--- src/rtl/uart_sram_pkg.sv ---
// Shared types and byte constants for the UART-to-SRAM host command responder.
package uart_sram_pkg;

    typedef enum logic [3:0] {
        ST_IDLE,
        ST_ADDR_HI,
        ST_ADDR_LO,
        ST_DATA,
        ST_WR_SETUP,
        ST_WR_STROBE,
        ST_WR_HOLD,
        ST_RD_WAIT,
        ST_RESP
    } state_e;

    localparam logic [7:0] CMD_WR   = 8'h57;
    localparam logic [7:0] CMD_RD   = 8'h52;
    localparam logic [7:0] CMD_NEXT = 8'h4E;

    localparam logic [7:0] RSP_OK   = 8'h4B;
    localparam logic [7:0] RSP_ERR  = 8'h3F;

endpackage

--- src/rtl/sram_cycle_timer.sv ---
// Loadable 4-bit down-counter; done is high during the last cycle of a loaded interval.
module sram_cycle_timer (
    input  logic       clk,
    input  logic       resetn,
    input  logic       load,
    input  logic [3:0] load_val,
    output logic       done
);

    logic [3:0] cnt_q;
    logic [3:0] cnt_d;

    always_comb begin
        cnt_d = cnt_q;
        if (load) begin
            cnt_d = load_val;
        end else if (cnt_q != 4'd0) begin
            cnt_d = cnt_q - 4'd1;
        end
    end

    // NOTE: sequential state uses non-blocking assignments so every flop samples pre-edge values.
    always_ff @(posedge clk or negedge resetn) begin
        if (!resetn) begin
            cnt_q <= 4'd0;
        end else begin
            cnt_q <= cnt_d;
        end
    end

    assign done = (cnt_q == 4'd1);

endmodule

--- src/rtl/uart_sram_responder.sv ---
// Host command responder: decodes W/R/N byte frames from the UART and runs timed
// async-SRAM cycles, answering each command with one response byte.
module uart_sram_responder
    import uart_sram_pkg::*;
#(
    parameter int          ADDR_W   = 16,
    parameter int          WR_PULSE = 2,
    parameter int          RD_WAIT  = 2,
    parameter logic [15:0] TIMEOUT  = 16'd50000
) (
    input  logic              clk,
    input  logic              resetn,
    input  logic [7:0]        rx_data,
    input  logic              rx_valid,
    output logic              rx_ready,
    output logic [7:0]        tx_data,
    output logic              tx_valid,
    input  logic              tx_ready,
    output logic [ADDR_W-1:0] sram_addr,
    output logic [7:0]        sram_dout,
    input  logic [7:0]        sram_din,
    output logic              sram_oe,
    output logic              busy
);

    state_e            state_q, state_d;
    logic [7:0]        cmd_q, cmd_d;
    logic [7:0]        addr_hi_q, addr_hi_d;
    logic [7:0]        addr_lo_q, addr_lo_d;
    logic [ADDR_W-1:0] sram_addr_q, sram_addr_d;
    logic [ADDR_W-1:0] last_addr_q, last_addr_d;
    logic [7:0]        sram_dout_q, sram_dout_d;
    logic [7:0]        tx_data_q, tx_data_d;
    logic              sram_oe_q, sram_oe_d;
    logic [15:0]       to_q, to_d;

    logic       rx_fire, tx_fire, collecting, to_expired;
    logic       tmr_load, tmr_done;
    logic [3:0] tmr_val;

    function automatic logic [ADDR_W-1:0] make_addr(input logic [7:0] hi, input logic [7:0] lo);
        return ADDR_W'({hi, lo});
    endfunction

    sram_cycle_timer u_timer (
        .clk      (clk),
        .resetn   (resetn),
        .load     (tmr_load),
        .load_val (tmr_val),
        .done     (tmr_done)
    );

    assign collecting = (state_q == ST_ADDR_HI) || (state_q == ST_ADDR_LO) || (state_q == ST_DATA);
    assign rx_ready   = (state_q == ST_IDLE) || collecting;
    assign tx_valid   = (state_q == ST_RESP);
    assign busy       = (state_q != ST_IDLE);
    assign rx_fire    = rx_valid && rx_ready;
    assign tx_fire    = tx_valid && tx_ready;
    assign to_expired = (to_q == TIMEOUT - 16'd1);

    // NOTE: every signal gets a default before the case so no path can infer a latch.
    always_comb begin
        state_d     = state_q;
        cmd_d       = cmd_q;
        addr_hi_d   = addr_hi_q;
        addr_lo_d   = addr_lo_q;
        sram_addr_d = sram_addr_q;
        last_addr_d = last_addr_q;
        sram_dout_d = sram_dout_q;
        tx_data_d   = tx_data_q;
        tmr_load    = 1'b0;
        tmr_val     = 4'd0;
        to_d        = (collecting && !rx_fire && !to_expired) ? to_q + 16'd1 : 16'd0;

        case (state_q)
            ST_IDLE: begin
                if (rx_fire) begin
                    cmd_d = rx_data;
                    if (rx_data == CMD_WR || rx_data == CMD_RD) begin
                        state_d = ST_ADDR_HI;
                    end else if (rx_data == CMD_NEXT) begin
                        sram_addr_d = last_addr_q + ADDR_W'(1);
                        last_addr_d = last_addr_q + ADDR_W'(1);
                        tmr_load    = 1'b1;
                        tmr_val     = 4'(RD_WAIT);
                        state_d     = ST_RD_WAIT;
                    end else begin
                        tx_data_d = RSP_ERR;
                        state_d   = ST_RESP;
                    end
                end
            end
            ST_ADDR_HI: begin
                if (rx_fire) begin
                    addr_hi_d = rx_data;
                    state_d   = ST_ADDR_LO;
                end else if (to_expired) begin
                    state_d = ST_IDLE;
                end
            end
            ST_ADDR_LO: begin
                if (rx_fire) begin
                    if (cmd_q == CMD_RD) begin
                        sram_addr_d = make_addr(addr_hi_q, rx_data);
                        last_addr_d = make_addr(addr_hi_q, rx_data);
                        tmr_load    = 1'b1;
                        tmr_val     = 4'(RD_WAIT);
                        state_d     = ST_RD_WAIT;
                    end else begin
                        addr_lo_d = rx_data;
                        state_d   = ST_DATA;
                    end
                end else if (to_expired) begin
                    state_d = ST_IDLE;
                end
            end
            ST_DATA: begin
                if (rx_fire) begin
                    sram_addr_d = make_addr(addr_hi_q, addr_lo_q);
                    last_addr_d = make_addr(addr_hi_q, addr_lo_q);
                    sram_dout_d = rx_data;
                    state_d     = ST_WR_SETUP;
                end else if (to_expired) begin
                    state_d = ST_IDLE;
                end
            end
            ST_WR_SETUP: begin
                tmr_load = 1'b1;
                tmr_val  = 4'(WR_PULSE);
                state_d  = ST_WR_STROBE;
            end
            ST_WR_STROBE: begin
                if (tmr_done) state_d = ST_WR_HOLD;
            end
            ST_WR_HOLD: begin
                tx_data_d = RSP_OK;
                state_d   = ST_RESP;
            end
            ST_RD_WAIT: begin
                if (tmr_done) begin
                    tx_data_d = sram_din;
                    state_d   = ST_RESP;
                end
            end
            ST_RESP: begin
                if (tx_fire) state_d = ST_IDLE;
            end
            default: state_d = ST_IDLE;
        endcase

        // Strobe is a registered decode of the next state, so it cannot glitch.
        sram_oe_d = (state_d == ST_WR_STROBE);
    end

    always_ff @(posedge clk or negedge resetn) begin
        if (!resetn) begin
            state_q     <= ST_IDLE;
            cmd_q       <= 8'h00;
            addr_hi_q   <= 8'h00;
            addr_lo_q   <= 8'h00;
            sram_addr_q <= '0;
            last_addr_q <= '0;
            sram_dout_q <= 8'h00;
            tx_data_q   <= 8'h00;
            sram_oe_q   <= 1'b0;
            to_q        <= 16'd0;
        end else begin
            state_q     <= state_d;
            cmd_q       <= cmd_d;
            addr_hi_q   <= addr_hi_d;
            addr_lo_q   <= addr_lo_d;
            sram_addr_q <= sram_addr_d;
            last_addr_q <= last_addr_d;
            sram_dout_q <= sram_dout_d;
            tx_data_q   <= tx_data_d;
            sram_oe_q   <= sram_oe_d;
            to_q        <= to_d;
        end
    end

    assign sram_addr = sram_addr_q;
    assign sram_dout = sram_dout_q;
    assign sram_oe   = sram_oe_q;
    assign tx_data   = tx_data_q;

endmodule

--- config.mk ---
export PLATFORM = sky130hd
export DESIGN_NAME = uart_sram_responder
export DESIGN_NICKNAME = d
export VERILOG_FILES = /design/src/rtl/uart_sram_pkg.sv /design/src/rtl/sram_cycle_timer.sv /design/src/rtl/uart_sram_responder.sv
export SDC_FILE = /design/constraint.sdc
export NUM_CORES = 1
export LEC_CHECK = 0
export BUFFER_PORTS_ARGS = -buffer_cell sky130_fd_sc_hd__buf_2
export CAP_MARGIN = 5
export CORE_ASPECT_RATIO = 0.7
export CORE_MARGIN = 4
export CORE_UTILIZATION = 24
export DETAILED_ROUTE_END_ITERATION = 10
export PLACE_DENSITY = 0.43
export SLEW_MARGIN = 20
export SYNTH_ARGS = -nofsm -noshare
export SYNTH_HDL_FRONTEND = slang
export SYNTH_SLANG_ARGS = --single-unit
--- constraint.sdc ---
create_clock -name clk -period 6.8 [get_ports clk]
set_clock_uncertainty 0.2 [all_clocks]
set_input_delay 0.68 -clock clk [delete_from_list [all_inputs] [get_ports clk]]
set_output_delay 0.68 -clock clk [all_outputs]
set_load 0.005 [all_outputs]
==> results of run 1 <==
==> final cells by class <==
type	instances	area, µm²
clock buffer	12	246
inverter	12	45.0
tap	231	289
clock inverter	3	65.1
sequential	81	2030
multi-input combinational	285	2000
timing repair buffer	57	293
fill	1798	12200
==> state kept, by name, indices dropped and copies added, names as in the netlist <==
signal         flops
addr_hi_q          8
addr_lo_q          8
cmd_q              8
last_addr_q       16
sram_dout          8
sram_oe            1
state_q            4
to_q              16
tx_data            8
u_timer.cnt_q      4
==> layer usage <==
layer | track usage [%] | vias to the layer above
met4 | 2.94 | 0
met3 | 3.08 | 2
li1 | - | 1530
met1 | 18.4 | 1517
met2 | 14.7 | 70
met5 | 0 | -
==> synth_stat cells (3+ instances only) <==
master / instances
and2_1: 3
nor2b_1: 4
mux2i_1: 3
mux2_2: 36
o21ai_1: 7
and4_1: 3
and3_1: 5
a2bb2oi_1: 7
nand2b_1: 4
nor2_1: 36
and3b_1: 3
xor2_1: 7
nand2_1: 24
clkbuf_1: 10
xnor2_1: 9
o22ai_1: 4
o21ai_0: 16
nor3_1: 10
dfrtp_1: 81
nand3_1: 13
ha_1: 5
a21o_1: 4
nand3b_1: 3
buf_2: 6
or3_1: 3
inv_1: 12
a21oi_1: 23
nand4_1: 6
==> power by group <==
group	total, W	switching, W	internal, W	leakage [nW]
clock network	0.000516	0.000187	0.000329	0.153
registers	0.000541	0.0000260	0.000515	1.05
logic	0.000134	0.0000730	0.0000609	0.940
==> worst register-to-register path: stages, from the launching register on <==
cell and delay (ns):
dfrtp_1 0.54, or3b_1 0.94, nor2_1 0.17, a21oi_2 0.71, nand2_1 0.13, and3b_1 0.21
==> per-stage QoR <==
step           worst slack, ns  hold WS [ns]  instances
2_1_floorplan             4.35         0.184        399
6_report                  3.79        0.0132        681
3_5_place_dp              3.84         0.245        666
4_1_cts                   3.84        0.0107        681
3_3_place_gp              3.91         0.237        666
5_1_grt                   3.61        0.0165        681
==> final timing paths <==
kind	slack, ns	end	startpoint
worst max-delay path	3.79	sram_oe	state_q[1]
worst min-delay path	0.01	last_addr_q[0]	resetn
worst max register to register	3.79	sram_oe	state_q[1]
worst min register to register	0.25	to_q[0]	to_q[0]
max in group asynchronous	5.28	addr_hi_q[1]	resetn
min in group clk	0.25	to_q[0]	to_q[0]
==> cells by family (layout without fill, tap and decap cells) <==
group / count (synthesis) / after routing
adders and majority gates: 5 / 5
muxes: 40 / 40
xor gates and xnor gates: 16 / 16
buffers and inverters: 33 / 84
and+or+nand+nor: 140 / 140
AOI/OAI and AO/OA: 84 / 84
DFF: 81 / 81
==> results by group, run 1 <==
Run status
  – Outcome: finished clean

Finish
  – Design Area, Final: 4960 µm²
  – ANT cells: 0
  – Commonest non-fill, non-tap cells in the layout: dfrtp_1, buf_2, nor2_1, mux2_2, nand2_1
  – Area grow syn2layout: 18.9%
  – Final Net Count: 471
  – Util after Layout: 29.0%
  – Commonest non-fill, non-tap cell in the layout: dfrtp_1
  – Share of cells above drive strength 1: 26.9%

Synthesis
  – Ys flop type: dfrtp_1
  – Seq/Total Area, Yosys: 48.5%
  – Gate Count Post-Synth: 399
  – Synth Warn #: 0
  – Ys async rst share: 100%
  – Distinct cell type count after synthesis: 67
  – Yosys top cell by area: dfrtp_1
  – Post-synth EDFFs: 0
  – Compound-Gate Fraction of Synth Area: 13.0%
  – Synth area leaders: dfrtp_1, mux2_2, nor2_1
  – Synth Register Bits: 81
  – Largest family of logic cells by synthesized area: simple AND/OR/NAND/NOR gates
  – Mapped Avg Cell Area: 10.5 µm²
  – Multiplexer share of the synthesized area: 10.8%
  – Synth top area share: 48.5%
  – Simple-Gate Fraction of Synth Area: 19.2%
  – Syn nets: 424
  – Syn Std Cell Area: 4180 µm²
  – Synth Area in XOR/XNOR: 3.36%
  – Adder-cell share of the synthesized area: 1.50%

Global routing
  – Initial antenna violation count: 0
  – GRT overflow: 0
  – Largest net degree at the start of global routing: 65
  – Number of global-route vias before repair: 3001
  – First-pass GRT wire length: 17.6 mm
  – Overall Global Routing Usage: 11.5%

Floorplan
  – Die ar.: 19600 µm²
  – FP Rows: 40
  – Core area: 17100 µm²
  – Die Ht: 118 µm
  – Chip width: 166 µm
  – IO Count: 56
  – Initial Utilization: 24.4%

Timing
  – Final count of pins violating max slew: 0
  – Post-layout minimum cycle time: 3.01 ns
  – Worst Tran Pin Value: 1.05 ns
  – Final Setup Violations: 0
  – Final hold violations: 0
  – RSZ-0062 raised after global routing: false
  – Setup TNS: 0 ns
  – Max_slew headroom: 30.1%
  – FMAX: 332 MHz
  – Final period util: 44.3%

Routing
  – DRT met1 WL: 6.17 mm
  – Starting DRT DRC Count: 229
  – Via-per-instance ratio: 4.58
  – DRC viols: 0
  – Post-route ant nets: 0
  – Vias: 3119
  – Top Layer Used: met4
  – Drt pass-1 iters: 4
  – WL met3: 565 µm
  – Wire length per cell: 16.4 µm
  – Met2 WL post-DR: 4.39 mm
  – Drt total wl: 11.2 mm

Worst setup path
  – Cell count along the critical path: 5
  – CP required: 6.82 ns
  – Max FO, Critical Path: 32
  – CP max stage cell: or3b_1
  – R2r worst-path depth: 5
  – Crit path max-delay family: simple AND/OR/NAND/NOR gates
  – Critical path arrival: 3.03 ns
  – Critical path cell sequence: or3b_1 > nor2_1 > a21oi_2 > nand2_1 > and3b_1
  – Crit end category: flip-flop
  – Critical path class: flip-flop to flip-flop
  – Buf/Inv on CP: 0
  – Delay of the slowest cell on the worst path: 0.94 ns
  – CP Launch Type: flip-flop

Clock tree
  – H-tree Lvls: 3
  – Post-CTS Setup Inserts: 0
  – CTS Sinks: 81
  – Clock latency on the worst-skew pair: 0.33 ns
  – Longest Clk Path Bufs: 2
  – PostCTS Resize Cnt: 0
  – Hold_buf cts: 0
  – Clock-pin slew on the worst setup and hold paths: 0.06 ns
  – Clock Root Buffer: clkbuf_16
  – CTS buffer count: 9
  – CTS tree: built

Placed design
  – Routability congestion estimate: 0.784
  – Buffers on Ports: 55
  – Post-DP HPWL: 8.01 mm
  – Placed Area: 4650 µm²

Hold path
  – Min-Delay Path Class: input pin to async pin

Pwr
  – Leakage power: 2.14 nW
  – Final Total Pwr: 0.00119 W
  – Power Density: 240 nW/µm²
  – Peak supply drop: 0.000119 V

Flow run
  – Maxcap violations: 0
(Power assumes the default switching activity.)
==> run 2, diff against run 1 <==
Settings changed: ABC_AREA from default to 1, PLACE_DENSITY 0.43 to 0.44.
Clock period 6.8 ns to 2.7 ns, I/O delays scaled along.
==> results by group, run 2 <==
Run status
  – Outcome: finished clean

Worst setup path
  – Reg2reg setup slack: 0.50 ns (-3.29 ns)
  – Critical path class: flip-flop to flip-flop
  – Max FO, Critical Path: 21 (-34%)
  – Critical path arrival: 2.23 ns (-0.80 ns)
  – CP Launch Type: flip-flop
  – CP required: 2.73 ns (-4.09 ns)
  – Crit end category: flip-flop

Pwr
  – Combinational power share: 38.1% (+27 points)
  – Peak supply drop: 0.000356 V (+200%)
  – Register share of total power: 38.3% (-7.1 points)
  – Switch share: 40.2% (+16 points)
  – Final Total Pwr: 0.00538 W (+350%)
  – Internal Power: 0.00321 W (+260%)
  – Power Density: 1030 nW/µm² (+330%)
  – Leakage power: 2.51 nW (+17%)
  – Clock power share: 23.6% (-20 points)
  – P_sw: 0.00216 W (+660%)

Finish
  – Commonest non-fill, non-tap cell in the layout: nand2_1
  – Regs by FF count: last_addr_q: 16 flops, to_q: 16 flops
  – Area grow syn2layout: 21.9%
  – Commonest non-fill, non-tap cells in the layout: nand2_1, dfrtp_1, nor2_1
  – Number of fill cells: 1898 (+5.6%)
  – Final Net Count: 664 (+41%)
  – Register Area: 2030 µm² (unchanged)
  – ANT cells: 0 (unchanged)
  – Footprint of the multi-input gates: 1960 µm² (-1.7%)
  – Share of cells above drive strength 1: 14.0% (-13 points)

Synthesis
  – Top post-synthesis cells by count: nand2_1, dfrtp_1, nor2_1
  – Synth Register Bits: 81 (unchanged)
  – Ys async rst share: 100% (unchanged)
  – Gate Count Post-Synth: 573 (+44%)
  – Distinct cell type count after synthesis: 29 (-57%)
  – Post-synth EDFFs: 0 (unchanged)
  – Yosys top cell by area: dfrtp_1
  – Synth top area share: 47.3% (-1.2 points)
  – Syn Std Cell Area: 4280 µm² (+2.6%)
  – Synth Warn #: 0 (unchanged)
  – Ys flop type: dfrtp_1
  – Seq/Total Area, Yosys: 47.3% (-1.2 points)
  – Syn nets: 598 (+41%)
  – Count leader, synth: nand2_1
  – Synth area leaders: dfrtp_1, nand2_1, nor2_1
  – Mapped Avg Cell Area: 7.47 µm² (-29%)

Timing
  – RSZ-0062 raised after global routing: false
  – Final Setup Violations: 0 (unchanged)
  – Worst Tran Pin Value: 0.630 ns (-0.418 ns)
  – FMAX: 455 MHz (+37%)
  – Final count of pins violating max slew: 0 (unchanged)
  – Post-layout minimum cycle time: 2.20 ns (-0.812 ns)
  – Max_slew headroom: 57.7% (+28 points)
  – Final hold violations: 0 (unchanged)
  – Setup TNS: 0 ns (unchanged)
  – Final period util: 81.4% (+37 points)

Routing
  – Vias: 3915 (+26%)
  – Starting DRT DRC Count: 228 (-0.44%)
  – Wire length per cell: 13.8 µm (-16%)
  – Drt pass-1 iters: 4 (unchanged)
  – Drt total wl: 12.1 mm (+7.9%)
  – DRC viols: 0 (unchanged)
  – Via-per-instance ratio: 4.47 (-2.3%)
  – Post-route ant nets: 0 (unchanged)

Floorplan
  – FP Rows: 40 (unchanged)
  – Die Ht: 120 µm (+1.2%)
  – Chip width: 168 µm (+1.2%)
  – Core area: 17300 µm² (+1.2%)
  – Initial Utilization: 24.7% (+0.34 points)
  – IO Count: 56 (unchanged)
  – Die ar.: 20100 µm² (+2.4%)

Clock tree
  – CTS buffer count: 9 (unchanged)
  – CTS Sinks: 81 (unchanged)
  – Clock latency on the worst-skew pair: 0.34 ns (about the same)
  – H-tree Lvls: 3 (unchanged)
  – Clock-pin slew on the worst setup and hold paths: 0.06 ns (about the same)
  – CTS tree: built
  – Clock Root Buffer: clkbuf_16
  – Longest Clk Path Bufs: 2 (unchanged)
  – PostCTS Resize Cnt: 0 (unchanged)

Placed design
  – Routability congestion estimate: 0.828 (+5.7%)
  – Buffers on Ports: 55 (unchanged)
  – Post-DP HPWL: 9.06 mm (+13%)

Global routing
  – Overall Global Routing Usage: 12.5% (+1.1 points)
  – First-pass GRT wire length: 20.3 mm (+15%)
  – Initial antenna violation count: 0 (unchanged)
  – GRT overflow: 0 (unchanged)
  – Number of global-route vias before repair: 3821 (+27%)
  – Largest net degree at the start of global routing: 43 (-34%)

Hold path
  – Min-Delay Path Class: input pin to flip-flop

Flow run
  – Maxcap violations: 0 (unchanged)
## run 2: cell type report
class                      count  share of cell area, %
clock buffer                  14                   5.25
clock inverter                 2                  0.671
inverter                      61                   4.39
multi-input combinational    419                   37.6
sequential                    81                   38.8
tap                          231                   5.54
timing repair buffer          67                   7.72
## run 2: worst paths after layout
| path | from | to | cells past startpoint |
|---|---|---|---|
| max in group asynchronous | resetn | u_timer.cnt_q[3] | 3 |
| setup reg to reg | state_q[2] | u_timer.cnt_q[2] | 9 |
| hold reg to reg | tx_data[4] | tx_data[4] | 2 |
| hold / removal | sram_din[2] | tx_data[2] | 5 |
| setup / recovery | state_q[2] | u_timer.cnt_q[2] | 9 |
| min in group asynchronous | resetn | to_q[9] | 2 |
## run 2: per-stage QoR
step / setup WS (ns) / instances / util, % / area (µm²) / hold slack [ns]
2_1_floorplan: 0.995 / 573 / - / 4280 / -0.226
3_3_place_gp: 0.447 / 850 / 27.8 / 4820 / 0.117
3_5_place_dp: 0.503 / 850 / 27.8 / 4820 / 0.115
4_1_cts: 0.490 / 875 / 30.2 / 5220 / 0.0498
5_1_grt: 0.294 / 875 / 30.2 / 5220 / 0.0634
6_report: 0.501 / 875 / 30.2 / 5220 / 0.0665
## run 2: kinds of logic after synthesis
family | after synthesis | synth area share (%)
simple gates | 320 | 31.8
compound gates | 82 | 10.1
flops | 81 | 47.3
buf+inv | 73 | 6.81
xor+xnor | 12 | 2.45
fa+ha+maj | 5 | 1.46
## run 2: power by group through the flow
stage | logic (W) | clock network [W] | registers [W]
global route | 0.00238 | 0.00137 | 0.00212
CTS | 0.00208 | 0.00133 | 0.00206
finish | 0.00205 | 0.00127 | 0.00206
detailed placement | 0.00206 | 0 | 0.00208
floorplan | 0.00141 | 0 | 0.00198
global placement | 0.00205 | 0 | 0.00207
## run 2: timing repair
item                                   4_1_cts  5_1_grt
hold buffers                                 9        0
endpoints found under the hold margin       49        0
setup buffers                                0        0
## run 2: layer usage
metal,wire [µm],vias up,track usage [%]
met5,0,-,0
met1,6240,1854,17.9
li1,-,1982,-
met2,5230,70,18.9
met4,140,0,3.14
met3,443,9,3.23
## run 2: critical path, stage by stage, from the launching register on
cell and delay [ns]:
dfrtp_1 0.42, nor2_1 0.20, nand2_1 0.13, buf_4 0.24, inv_1 0.27, nand2_2 0.20, nand2_1 0.11, nand2_1 0.10
nand2_1 0.14, nor2_1 0.06
